**config.mk**
```make
export PLATFORM = sky130hd
export DESIGN_NAME = free_list_flat
export DESIGN_NICKNAME = d
export VERILOG_FILES = /design/src/rtl/free_list_if.sv /design/src/rtl/free_list.sv /design/src/flat_wrapper.sv
export SDC_FILE = /design/constraint.sdc
export NUM_CORES = 1
export LEC_CHECK = 0
export CAP_MARGIN = 20
export CORE_MARGIN = 2
export CORE_UTILIZATION = 30
export DETAILED_ROUTE_END_ITERATION = 10
export GPL_TIMING_DRIVEN = 1
export SLEW_MARGIN = 5
export SYNTH_ARGS = -nofsm -noshare
export SYNTH_HDL_FRONTEND = slang
export SYNTH_SLANG_ARGS = --single-unit
```
**constraint.sdc**
```tcl
create_clock -name clock -period 2.7 [get_ports clock]
set_input_delay 0.405 -clock clock [delete_from_list [all_inputs] [get_ports clock]]
set_output_delay 0.405 -clock clock [all_outputs]
set_load 0.005 [all_outputs]
```
**src/rtl/free_list_if.sv**
```systemverilog
// rtl/free_list_if.sv - rename-stage free list handshake bundle
`ifndef PHYS_REG_SZ
`define PHYS_REG_SZ 64
`endif

interface free_list_if #(
   parameter int PHYS_REG_SZ = `PHYS_REG_SZ,
   parameter int ARCH_REG_SZ = 32
);
   localparam int N  = PHYS_REG_SZ - ARCH_REG_SZ;
   localparam int TW = $clog2(PHYS_REG_SZ);
   localparam int PW = $clog2(N);

   logic          alloc_req;
   logic          alloc_valid;
   logic [TW-1:0] alloc_tag;
   logic          retire_en;
   logic [TW-1:0] retire_told;
   logic          squash;
   logic [PW:0]   free_count;

   modport master (
      output alloc_req, retire_en, retire_told, squash,
      input  alloc_valid, alloc_tag, free_count
   );

   modport slave (
      input  alloc_req, retire_en, retire_told, squash,
      output alloc_valid, alloc_tag, free_count
   );
endinterface

```
**src/rtl/free_list.sv**
```systemverilog
// rtl/free_list.sv - circular physical tag free list with speculative and architectural heads
`ifndef PHYS_REG_SZ
`define PHYS_REG_SZ 64
`endif

module free_list #(
   parameter int PHYS_REG_SZ = `PHYS_REG_SZ,
   parameter int ARCH_REG_SZ = 32
) (
   input logic       clock,
   input logic       reset,
   free_list_if.slave bus
);
   localparam int N  = PHYS_REG_SZ - ARCH_REG_SZ;
   localparam int TW = $clog2(PHYS_REG_SZ);
   localparam int PW = $clog2(N);
   localparam logic [PW:0] PTR_ONE = (PW+1)'(1);

   logic [TW-1:0] r_buffer [N];
   logic [PW:0]   r_spec_head;
   logic [PW:0]   r_arch_head;
   logic [PW:0]   r_tail;

   logic [PW:0]   w_free_count;
   logic          w_alloc_valid;
   logic          w_alloc_fire;
   logic [PW:0]   w_retire_inc;

   // Wrap bit distinguishes full (count N) from empty (count 0) at equal indices.
   assign w_free_count    = r_tail - r_spec_head;
   assign w_alloc_valid   = (w_free_count != '0);
   assign w_alloc_fire    = bus.alloc_req && w_alloc_valid && !bus.squash;
   assign w_retire_inc    = {{PW{1'b0}}, bus.retire_en};

   assign bus.free_count  = w_free_count;
   assign bus.alloc_valid = w_alloc_valid;
   assign bus.alloc_tag   = r_buffer[r_spec_head[PW-1:0]];

   always_ff @(posedge clock or negedge reset) begin
      if (!reset) begin
         for (int i = 0; i < N; i++) begin
            r_buffer[i] <= TW'(ARCH_REG_SZ + i);
         end
         r_spec_head <= '0;
         r_arch_head <= '0;
         r_tail      <= (PW+1)'(N);
      end else begin
         // The tail slot holds the retiring instruction's own tag, now architecturally mapped.
         if (bus.retire_en) begin
            r_buffer[r_tail[PW-1:0]] <= bus.retire_told;
            r_tail                   <= r_tail + PTR_ONE;
            r_arch_head              <= r_arch_head + PTR_ONE;
         end
         if (bus.squash) begin
            r_spec_head <= r_arch_head + w_retire_inc;
         end else if (w_alloc_fire) begin
            r_spec_head <= r_spec_head + PTR_ONE;
         end
      end
   end

   a_retire_needs_inflight: assert property (
      @(posedge clock) disable iff (!reset)
      !(bus.retire_en && (r_spec_head == r_arch_head))
   );

endmodule

```
**src/flat_wrapper.sv**
```systemverilog
// flat-port wrapper written by rule: the top's interface ports become plain ports
module free_list_flat 
#(
   parameter int PHYS_REG_SZ = `PHYS_REG_SZ,
   parameter int ARCH_REG_SZ = 32
)
  (clock, reset, bus_alloc_req, bus_retire_en, bus_retire_told, bus_squash, bus_alloc_valid, bus_alloc_tag, bus_free_count);
  free_list_if #(.PHYS_REG_SZ(PHYS_REG_SZ), .ARCH_REG_SZ(ARCH_REG_SZ)) bus_i ();
  input logic clock;
  input logic reset;
  input wire logic [$bits(bus_i.alloc_req)-1:0] bus_alloc_req;
  input wire logic [$bits(bus_i.retire_en)-1:0] bus_retire_en;
  input wire logic [$bits(bus_i.retire_told)-1:0] bus_retire_told;
  input wire logic [$bits(bus_i.squash)-1:0] bus_squash;
  output wire logic [$bits(bus_i.alloc_valid)-1:0] bus_alloc_valid;
  output wire logic [$bits(bus_i.alloc_tag)-1:0] bus_alloc_tag;
  output wire logic [$bits(bus_i.free_count)-1:0] bus_free_count;
  assign bus_i.alloc_req = bus_alloc_req;
  assign bus_i.retire_en = bus_retire_en;
  assign bus_i.retire_told = bus_retire_told;
  assign bus_i.squash = bus_squash;
  assign bus_alloc_valid = bus_i.alloc_valid;
  assign bus_alloc_tag = bus_i.alloc_tag;
  assign bus_free_count = bus_i.free_count;
  free_list #(.PHYS_REG_SZ(PHYS_REG_SZ), .ARCH_REG_SZ(ARCH_REG_SZ)) u_core (.clock(clock), .reset(reset), .bus(bus_i));
endmodule
```
==> impl_metrics.ini <==
[routing]
dr.pass1.iters = 4
wl_met3_um = 827
drt-met1-wl_um = 11400
drtIter0Drc = 252
ant_nets = 0
viasPerCell = 4.79
via_count = 6002
drt_wl_total_um = 23700
drc = 0
wl_met2_um = 11200
top_layer = met4
wl_per_cell_um = 18.9

[sta]
min_period_ns = 3.13
worst_hold_slack_ns = 0.482
hold_viol = 0
relSlewSlack = 0.556
slew_violations = 0
fin_setup_tns_ns = -2.76
worst_pin_slew_ns = 0.665
fmax_ghz = 0.319
setup_viol = 12
rsz0062_at_grt = true
post-route-period-util = 1.16
setup_ws_ns = -0.435
finClkSkew_ns = 0.00786

[worst_setup_path]
cp_num_buf_inv = 4
path_common_cell = buf_6
critical_path.top_delay_family = multiplexers
cp-end-kind = primary output
slowest_delay_ns = 0.53
rr_startpoint = u_core.r_spec_head[0]
path_max_fanout = 6
cp-startpoint = u_core.r_spec_head[0]
slowest_stage = dfrtp_4
critical_path_class = reg -> out
cp.required_ns = 2.30
worstPathCellList = buf_6 > buf_12 > buf_6 > mux4_2 > mux4_2 > nand2_2 > nand2_2 > buf_6
critPathLaunchType = flop
arrival_ns = 2.73

[job]
maxCapViolCount = 0

[pwr]
p_int_mw = 10.8
p_clk_frac = 0.207
power_density_mw_per_mm2 = 1240
swShare = 0.312
seq_power_share = 0.350
comb_power_share = 0.442
ir_drop_v = 0.000956
p_sw_mw = 4.91
power_mw = 15.7
p_leak_nw = 5.33

[synthesis]
ys_ff_latch = 210
synth_area_leaders = dfstp_2 29%, dfrtp_1 24%, mux2_2 16%
yosysMostFrequentCell = mux2_2
ys_types = 43
synthArstFlopShare = 1.00
synth-simple-area-share = 0.0458
syn-num-nets = 697
synth_top_family_by_area = multiplexers
syn_area_per_cell_um2 = 15.0
muxShareOfSynthArea = 0.351
yosysWarnings = 0
synth_area_leader_cell = dfstp_2
synth_edf_count = 0
synth_area_mm2 = 0.0101
yosysTopAreaCellShare = 0.294
synthAdderAreaFrac = 0.0181
synth_common_cells = 143 x mux2_2, 113 x dfstp_2, 97 x dfrtp_1
yosysSeqAreaShare = 0.534
synth_compound_area_frac = 0.0156
synth-xor-area-share = 0.0163
syn_inst = 672
synthFlopType = dfstp_2

[die]
fp-row-count = 67
die_w_um = 188
core_area_mm2 = 0.0334
io_pins = 24
start_util = 0.303
fp.dieH_um = 188
die_area_mm2 = 0.0352

[placed_design]
io_buffers = 23
routabilityCongestion = 0.746
hpwl_um = 15800
place_ws_ns = -0.223
place_area_mm2 = 0.0114
numPlacedInstances = 1181

[global_routing]
grt_pass1_vias = 6259
grt_pass1_wl_um = 37600
grt_antenna_before_repair = 0
grt_use_total = 0.136
globalRouteOverflowTotal = 0
grt_max_degree = 76

[clocking]
clock_latency_ns = 0.51
h-tree-depth = 1
cts_buffers = 25
cts_sinks = 210
cts_tree = yes
clockRootBuffer = clkbuf_16
clk_pin_slew_ns = 0.06
clock_path_buffers = 3

[outcome]
status = finished, violations left
violations = setup timing

[layout]
nets = 813
register_area_mm2 = 0.00540
fillers = 3130
design_area_mm2 = 0.0127
multi_input_area_mm2 = 0.00467
drive_gt1_frac = 0.632
n_antenna_cell = 0
syn_to_final_growth_pct = 25.5
stdcell_count = 1254
fin_util = 0.380

[hold_path]
hp-class = reg -> reg
hp-start = u_core.r_buffer[182]
==> path summary, 6_finish.rpt <==
check / endpoint / slack [ns] / depth (start not counted)
min: u_core.r_buffer[182] / 0.48 / 1
max reg2reg: u_core.r_spec_head[2] / -0.04 / 10
min reg2reg: u_core.r_buffer[182] / 0.48 / 1
max in group asynchronous: u_core.r_buffer[47] / 1.35 / 3
max: bus_alloc_tag[2] / -0.43 / 8
min in group asynchronous: u_core.r_buffer[126] / 0.49 / 2
==> cell usage in the layout (no fill, tap or decap), types with 2 or more instances in the layout <==
master and count:
dfrtp_1 95, mux2_1 50, or3_1 2, nand2_1 20
nand3_1 6, nor2_1 39, o21ai_0 3, o21ai_1 2
xor2_1 8, mux2_2 143, dlygate4sd2_1 2, clkbuf_1 6
clkbuf_8 8, buf_12 10, clkbuf_16 25, nand4_1 6
o211ai_1 2, buf_6 15, buf_2 4, clkdlybuf4s50_1 10
or2_1 3, nand3b_1 2, inv_1 9, buf_4 85
nand2_2 14, mux2i_1 2, clkinv_2 5, o31a_1 3
xnor2_1 7, xor2_2 2, ha_1 11, nor3_1 3
mux4_2 60, dfstp_2 113
==> final cells by class <==
class | count | share of cell area
clock buffers | 38 | 0.0587
repair buffers | 130 | 0.0947
flip-flops and latches | 210 | 0.426
inverters | 10 | 0.00296
clock inverters | 7 | 0.00493
well taps | 448 | 0.0442
multi-input cells | 411 | 0.369
==> flip-flops by register name (all words and copies together) (netlist names) <==
name	cells
u_core.r_buffer	192
u_core.r_tail	6
u_core.r_spec_head	6
u_core.r_arch_head	6
==> cell families after synthesis <==
group	count (synthesis)
muxes	255
DFF	210
and+or+nand+nor	104
buffers and inverters	51
AOI/OAI and AO/OA	20
xor gates and xnor gates	18
adders and majority gates	14
==> repair_timing <==
action,CTS,global route
resized for setup,74,19
hold endpoints to repair,42,0
hold buffers,1,0
cloned,1,1
setup buffers,19,9
pin swaps,17,10
setup endpoints to repair,18,15
==> layer usage <==
metal  GRT usage  vias to the layer above
li1            -                     2703
met1       0.195                     3172
met2       0.219                       97
met3      0.0200                       30
met4      0.0321                        0
met5           0                        -
==> power by group through the flow <==
| stage | clock [mW] | sequential [mW] | combinational [mW] |
|---|---|---|---|
| after global routing | 3.48 | 5.67 | 7.48 |
| after detailed placement | 0 | 5.55 | 6.10 |
| after floorplan | 0 | 5.26 | 3.92 |
| final | 3.27 | 5.52 | 6.96 |
| after CTS | 3.34 | 5.52 | 6.65 |
| after global placement | 0 | 5.53 | 6.02 |
No activity file was read; power rests on OpenSTA's default activity.
